===== config.mk =====
export PLATFORM = sky130hd
export DESIGN_NAME = mux_2x1
export DESIGN_NICKNAME = d
export VERILOG_FILES = /design/src/rtl/mux_2x1_pkg.sv /design/src/rtl/mux_2x1_sat_counter.sv /design/src/rtl/mux_2x1.sv
export SDC_FILE = /design/constraint.sdc
export NUM_CORES = 1
export LEC_CHECK = 0
export ABC_CLOCK_PERIOD_IN_PS = 1800
export BUFFER_PORTS_ARGS = -buffer_cell sky130_fd_sc_hd__buf_2
export CAP_MARGIN = 20
export CELL_PAD_IN_SITES_DETAIL_PLACEMENT = 0
export CELL_PAD_IN_SITES_GLOBAL_PLACEMENT = 1
export CORE_MARGIN = 10
export CORE_UTILIZATION = 34
export CTS_CLUSTER_DIAMETER = 200
export DETAILED_ROUTE_END_ITERATION = 6
export HOLD_SLACK_MARGIN = 0.15
export PLACE_DENSITY_LB_ADDON = 0.1
export REMOVE_ABC_BUFFERS = 1
export SYNTH_ARGS = -nofsm -noshare
export SYNTH_HDL_FRONTEND = slang
export SYNTH_SLANG_ARGS = --single-unit

===== constraint.sdc =====
create_clock -name CLK -period 1.8 [get_ports CLK]
set_input_delay 0.18 -clock CLK [delete_from_list [all_inputs] [get_ports CLK]]
set_output_delay 0.18 -clock CLK [all_outputs]
set_load 0.05 [all_outputs]

===== src/rtl/mux_2x1_pkg.sv =====
// Shared defaults for the 2-to-1 multiplexer block and its transition counter.
package mux_2x1_pkg;

    localparam int DEFAULT_WIDTH = 8;
    localparam int DEFAULT_CNT_W = 16;

endpackage : mux_2x1_pkg


===== src/rtl/mux_2x1_sat_counter.sv =====
// Saturating up-counter: advances by one on each clock edge where INC is high,
// and holds at its all-ones value rather than wrapping.
module mux_2x1_sat_counter #(
    parameter int CNT_W = mux_2x1_pkg::DEFAULT_CNT_W
) (
    input  logic             CLK,
    input  logic             RST,
    input  logic             INC,
    output logic [CNT_W-1:0] COUNT
);

    logic [CNT_W-1:0] count_q;
    logic [CNT_W-1:0] count_d;
    logic             at_max;

    assign at_max = &count_q;

    always_comb begin
        count_d = count_q;
        if (INC && !at_max) begin
            count_d = count_q + CNT_W'(1);
        end
    end

    always_ff @(posedge CLK) begin
        if (RST) begin
            count_q <= '0;
        end else begin
            count_q <= count_d;
        end
    end

    assign COUNT = count_q;

endmodule : mux_2x1_sat_counter


===== src/rtl/mux_2x1.sv =====
// 2-to-1 data multiplexer with a combinational output, a registered copy of the
// selected data, and a saturating count of sampled select transitions.
module mux_2x1
    import mux_2x1_pkg::*;
#(
    parameter int WIDTH = DEFAULT_WIDTH,
    parameter int CNT_W = DEFAULT_CNT_W
) (
    input  logic             CLK,
    input  logic             RST,
    input  logic [WIDTH-1:0] A,
    input  logic [WIDTH-1:0] B,
    input  logic             SEL,
    output logic [WIDTH-1:0] Y,
    output logic [WIDTH-1:0] Y_Q,
    output logic [CNT_W-1:0] SEL_CNT
);

    logic [WIDTH-1:0] y_mux;
    logic [WIDTH-1:0] y_q;
    logic [WIDTH-1:0] y_d;
    logic             sel_q;
    logic             sel_d;
    logic             sel_toggle;

    assign y_mux = SEL ? B : A;
    assign Y     = y_mux;

    assign y_d   = y_mux;
    assign sel_d = SEL;

    always_ff @(posedge CLK) begin
        if (RST) begin
            y_q   <= '0;
            sel_q <= 1'b0;
        end else begin
            y_q   <= y_d;
            sel_q <= sel_d;
        end
    end

    assign Y_Q = y_q;

    // Only edge-sampled changes of SEL count; sub-cycle glitches are invisible here.
    assign sel_toggle = SEL ^ sel_q;

    mux_2x1_sat_counter #(
        .CNT_W (CNT_W)
    ) u_sel_counter (
        .CLK   (CLK),
        .RST   (RST),
        .INC   (sel_toggle),
        .COUNT (SEL_CNT)
    );

endmodule : mux_2x1


==> key figures, run 1 <==
Pwr
  – Power density over the cells: 668 nW/um^2
  – Leak: 0.725 nW
  – Total power: 1.10 mW
  – Clk pwr share: 25.1%
  – Part of the power in registers: 52.5%
  – Comb power frac: 22.4%
  – Sw Share: 33.6%
  – Net load switching power: 370 uW
  – Int Power: 732 uW
  – Peak VDD IR: 0.323 mV

Timing
  – Worst setup margin: 0.0852 ns
  – Fmax: 583 MHz
  – Hold WS: 0.182 ns
  – Post-layout min period: 1.71 ns
  – Clock Skews: 0.00952 ns
  – Worst slew margin: 52.9%
  – Slew Viols, Final: 0
  – Endpoints failing setup: 0
  – Unrepaired setup endpoints after global routing: false
  – Setup TNS: 0 ns
  – Crit share post-route: 95.3%
  – Final Hold Vio Count: 0
  – Tightest Pin Transition: 0.704 ns

Placed design
  – Dpl hpwl: 2620 um
  – GP Congestion: 0.780
  – Dpl ws: 0.103 ns
  – Post-placement cell area: 1610 um^2
  – Port Buffer Count: 50

Logic synthesis
  – Xor/xnor cell area share of the yosys netlist: 2.04%
  – Most frequent cell after synthesis: dfxtp_1
  – Post-synthesis mux area share: 11.7%
  – EDFF count, synth: 0
  – Post-synthesis async set-or-reset flop share: 0%
  – Primary FF master, synth: dfxtp_1
  – Netlist cell types: 31
  – Complex-gate fraction of the synthesized area: 11.1%
  – Simple-gate portion of the synthesized area: 30.8%
  – Ranking of synthesized cells by area: dfxtp_1 41%, mux2_2 10%, nor2b_1 6.1%
  – Share of the synthesized area in the top cell type: 40.7%
  – Mapped cell area: 1230 um^2
  – Largest family of logic cells by synthesized area: simple AND/OR/NAND/NOR gates
  – Cell type with the largest total area after synthesis: dfxtp_1
  – Post-synthesis sequential area ratio: 40.7%
  – Syn avg cell area: 9.60 um^2
  – Synth Area in Adders: 1.02%
  – Synth Instances: 128
  – Yosys warns: 0
  – Commonest cells in the netlist: 25 x dfxtp_1, 12 x nor2b_1, 11 x a21oi_1, 11 x mux2_2, 8 x nand2_1
  – Synthesized flop and latch total: 25

Detailed routing
  – DRT Wirelength: 3340 um
  – Starting DRT DRC Count: 53
  – Via-to-Cell Ratio: 5.05
  – Pre-Repair DR Iteration Count: 4
  – DRC violations left: 0
  – Routed Antenna Nets: 0
  – Wire length per cell: 14.2 um
  – Vias: 1191

Clock network
  – Root Driver: clkbuf_4
  – CTS buffer count: 3
  – Later-pin clock latency in the skew report: 0.33 ns
  – Buffer levels on the longest clock path: 2
  – Reg clk slew, reported paths: 0.16 ns
  – CTS tree: done
  – CTS H-Tree Depth: 1
  – Clock sinks: 25

GRT
  – Grt total ovfl: 0
  – M3 GR Usage: 4.57%
  – GRT Util Overall: 10.6%
  – Met1 usage: 11.7%
  – M2 GR Usage: 18.2%
  – Grt peak-use layer: met2
  – Largest net degree at the start of global routing: 23
  – Initial antenna violation count: 0
  – First-pass GRT wire length: 5680 um
  – Number of global-route vias before repair: 1288

Setup path
  – Max FO, Critical Path: 5
  – WS Path Type: register to register
  – Req. time, crit path: 2.05 ns
  – Setup crit start kind: register
  – CP arrival: 1.96 ns
  – Crit. End Element: register

Floorplan
  – Initial Util: 36.0%
  – Die area: 6420 um^2
  – Top Ports: 51
  – Die Height: 80.1 um
  – Chip width: 80.1 um
  – Row count: 21
  – Core ar.: 3420 um^2

Final layout
  – Design Area, Final: 1650 um^2
  – Nets: 211
  – Synth-to-layout area growth: 34.3%
  – ANT cells: 0
  – Layout cells sized above 1: 45.8%

Status
  – Status: finished, final reports clean

Worst hold path
  – Min-Delay Path Class: primary input to register

Flow run
  – Max_cap viols: 0
[sequential cells by signal, indices dropped and copies added, names as in the netlist]
| name | count |
|---|---|
| Y_Q | 8 |
| sel_q | 1 |
| u_sel_counter.COUNT | 16 |
[power groups by stage]
stage / Sequential (mW) / Clock, mW / Combinational (mW)
2_1_floorplan: 0.653 / 0 / 0.102
3_3_place_gp: 0.590 / 0 / 0.247
3_5_place_dp: 0.591 / 0 / 0.250
4_1_cts: 0.579 / 0.291 / 0.250
5_1_grt: 0.582 / 0.310 / 0.266
6_report: 0.579 / 0.276 / 0.247
[stage by stage]
stage	util [%]	instances
after global routing	48.3	236
after global placement	47.0	231
after detailed placement	47.0	231
after floorplan	-	122
final	48.3	236
after CTS	47.9	235
[worst max-delay path, stage by stage (launching register included)]
cell and delay [ns]:
dfxtp_1 0.36, ha_1 0.21, nand3_1 0.16, nor4_4 0.07, buf_4 0.15, nor4_1 0.31, mux2_2 0.37
[timing repair]
action	in CTS	in global routing
endpoints found under the setup margin	0	8
setup buffers	0	1
resized for setup	0	2
hold buffers	0	0
[worst paths after layout]
check / start / to / slack, ns / depth (start not counted)
setup / recovery: u_sel_counter.COUNT[0] / u_sel_counter.COUNT[13] / 0.09 / 6
hold / removal: A[0] / Y_Q[0] / 0.18 / 3
setup reg to reg: u_sel_counter.COUNT[0] / u_sel_counter.COUNT[13] / 0.09 / 6
hold reg to reg: u_sel_counter.COUNT[15] / u_sel_counter.COUNT[15] / 0.52 / 2
[metal layers]
metal	up-vias	part of all wire, %
met5	-	0
met4	0	0.21
met3	2	10
met2	36	48
met1	551	42
li1	602	-
[layout make-up]
cell class	count	area (um^2)
clock buffers	3	22.5
clock inverters	1	7.51
fillers	346	1770
inverters	1	3.75
multi-input cells	96	702
flip-flops and latches	25	502
well taps	46	57.6
repair buffers	64	355
[placed cells by master (no fill, tap or decap), types with 2 or more instances in the layout]
| cell type | count |
|---|---|
| nand2_1 | 8 |
| mux2i_1 | 2 |
| mux2_2 | 11 |
| dfxtp_1 | 24 |
| buf_4 | 14 |
| nand4_1 | 2 |
| buf_2 | 50 |
| nor2_1 | 5 |
| nand3_1 | 5 |
| or3_1 | 3 |
| clkbuf_4 | 3 |
| or4_1 | 7 |
| a21oi_1 | 11 |
| o31ai_1 | 7 |
| nor2b_1 | 12 |
| nor4_1 | 4 |
| nand4_4 | 2 |
| o21ai_0 | 4 |
[kinds of logic after synthesis]
group                    Yosys count
AND/OR/NAND/NOR                   57
buffers and inverters              7
flip-flops                        25
AO/OA/AOI/OAI                     23
adder cells (fa/ha/maj)            1
multiplexers                      13
XOR/XNOR                           2
No activity file was read; power rests on OpenSTA's default activity.
==> inputs of run 2 (changes only) <==
==> constraint.sdc (replaced) <==
create_clock -name CLK -period 1.8 [get_ports CLK]
set_input_delay 0.36 -clock CLK [delete_from_list [all_inputs] [get_ports CLK]]
set_output_delay 0.36 -clock CLK [all_outputs]
set_load 0.05 [all_outputs]
==> run 2 against run 1 <==
Fmax grew 1.8%. Design area grew 0.46%. Global-route usage grew 0.18 points. Sequential power is essentially flat. Clock power shrank 4%.
==> key figures, run 2 (same netlist as run 1, synthesis figures left out) <==
GRT
  – M2 GR Usage: 18.5% (+0.32 points)
  – Met1 usage: 11.9% (+0.13 points)
  – Initial antenna violation count: 0 (unchanged)
  – Largest net degree at the start of global routing: 18 (-22%)
  – M3 GR Usage: 4.79% (+0.22 points)
  – Number of global-route vias before repair: 1252 (-2.8%)
  – Grt peak-use layer: met2
  – First-pass GRT wire length: 5790 um (+2.0%)
  – Grt total ovfl: 0 (unchanged)
  – GRT Util Overall: 10.8% (+0.18 points)

Worst hold path
  – Min-Delay Path Class: primary input to register

Setup path
  – CP arrival: 1.95 ns (about the same)
  – Req. time, crit path: 2.07 ns (+0.02 ns)
  – Setup crit start kind: register
  – Max FO, Critical Path: 11 (+6)
  – WS Path Type: register to register
  – Crit. End Element: register

Detailed routing
  – Vias: 1190 (-0.084%)
  – DRT Wirelength: 3460 um (+3.5%)
  – Pre-Repair DR Iteration Count: 4 (unchanged)
  – DRC violations left: 0 (unchanged)
  – Starting DRT DRC Count: 48 (-9.4%)
  – Via-to-Cell Ratio: 5.04 (about the same)
  – Wire length per cell: 14.7 um (+3.5%)
  – Routed Antenna Nets: 0 (unchanged)

Floorplan
  – Row count: 21 (unchanged)
  – Core ar.: 3420 um^2 (unchanged)
  – Top Ports: 51 (unchanged)
  – Die Height: 80.1 um (unchanged)
  – Initial Util: 36.0% (unchanged)
  – Die area: 6420 um^2 (unchanged)
  – Chip width: 80.1 um (unchanged)

Flow run
  – Max_cap viols: 0 (unchanged)

Clock network
  – Root Driver: clkbuf_4
  – CTS tree: done
  – Later-pin clock latency in the skew report: 0.33 ns (about the same)
  – Post-CTS setup repair buffer count: 0 (unchanged)
  – CTS buffer count: 3 (unchanged)
  – Clock sinks: 25 (unchanged)
  – Hold_buf cts: 0 (unchanged)
  – Reg clk slew, reported paths: 0.15 ns (about the same)
  – Post-cts sizing count: 0 (unchanged)
  – CTS H-Tree Depth: 1 (unchanged)
  – Buffer levels on the longest clock path: 2 (unchanged)

Pwr
  – Power density over the cells: 655 nW/um^2 (-1.9%)
  – Leak: 0.728 nW (+0.42%)
  – Peak VDD IR: 0.283 mV (-12%)

Final layout
  – Sequential Area: 503 um^2 (+0.25%)
  – ANT cells: 0 (unchanged)
  – Multi-input gate area: 707 um^2 (+0.71%)
  – Layout cells sized above 1: 46.8% (+1.1 points)
  – Max reg flops: 16 (unchanged)
  – Synth-to-layout area growth: 34.9%
  – Nets: 211 (unchanged)
  – Most frequent cells in the layout: 50 x buf_2, 23 x dfxtp_1, 13 x buf_4
  – Leading cell type in the layout, fill and taps excluded: buf_2
  – Fill count: 359 (+3.8%)

Placed design
  – Port Buffer Count: 50 (unchanged)
  – Dpl ws: 0.00101 ns (-0.102 ns)
  – GP Congestion: 0.814 (+4.3%)
  – Dpl hpwl: 2760 um (+5.2%)

Timing
  – Clock Skews: 0.0104 ns (+0.000899 ns)
  – Slew Viols, Final: 0 (unchanged)
  – Final Hold Vio Count: 0 (unchanged)
  – Endpoints failing setup: 0 (unchanged)
  – Worst slew margin: 53.6% (+0.73 points)
  – Fmax: 594 MHz (+1.8%)
  – Hold WS: 0.376 ns (+0.194 ns)
  – Worst setup margin: 0.116 ns (+0.0310 ns)
  – Tightest Pin Transition: 0.693 ns (-0.0109 ns)
  – Unrepaired setup endpoints after global routing: true
  – Setup TNS: 0 ns (unchanged)
  – Crit share post-route: 93.5% (-1.7 points)
  – Post-layout min period: 1.68 ns (-0.0310 ns)

Status
  – Status: finished, final reports clean
## run 2: cell type report
| type | count | share of cell area [%] |
|---|---|---|
| multi-input combinational | 96 | 42.6 |
| sequential | 25 | 30.3 |
| timing repair buffer | 64 | 21.7 |
| tap | 46 | 3.47 |
| clock buffer | 3 | 1.36 |
| clock inverter | 1 | 0.302 |
| inverter | 1 | 0.226 |
## run 2: where the power goes
part	internal [mW]	leakage (nW)	switching [mW]
sequential	0.572	0.205	0.00681
combinational	0.0725	0.505	0.172
clock	0.0834	0.0177	0.181
total	0.727	0.728	0.359
## run 2: metal layers
metal / vias up / part of all wire (%)
li1: 601 / -
met1: 547 / 40
met2: 38 / 50
met3: 4 / 8.7
met4: 0 / 0.75
met5: - / 0
## run 2: path summary, 6_finish.rpt
path                                start                       to  slack (ns)  depth (start not counted)
setup / recovery   u_sel_counter.COUNT[0]   u_sel_counter.COUNT[7]        0.12                          6
hold / removal                       B[3]                   Y_Q[3]        0.38                          3
setup reg to reg   u_sel_counter.COUNT[0]   u_sel_counter.COUNT[7]        0.12                          6
hold reg to reg   u_sel_counter.COUNT[15]  u_sel_counter.COUNT[15]        0.53                          2
## run 2: critical path, stage by stage, from the launching register on
cell,delay (ns)
dfxtp_1,0.35
ha_1,0.21
nand3_1,0.16
nor4_4,0.09
buf_6,0.14
or4_1,0.50
a21oi_1,0.16
## run 2: metrics by stage
| stage | cell area, um^2 | total power, mW | utilization, % | instances |
|---|---|---|---|---|
| final | 1660 | 1.09 | 48.5 | 236 |
| after detailed placement | 1610 | 0.838 | 47.2 | 232 |
| after global placement | 1610 | 0.834 | 47.2 | 232 |
| after global routing | 1660 | 1.14 | 48.5 | 236 |
| after CTS | 1640 | 1.10 | 48.0 | 236 |
| after floorplan | 1200 | 0.754 | - | 122 |
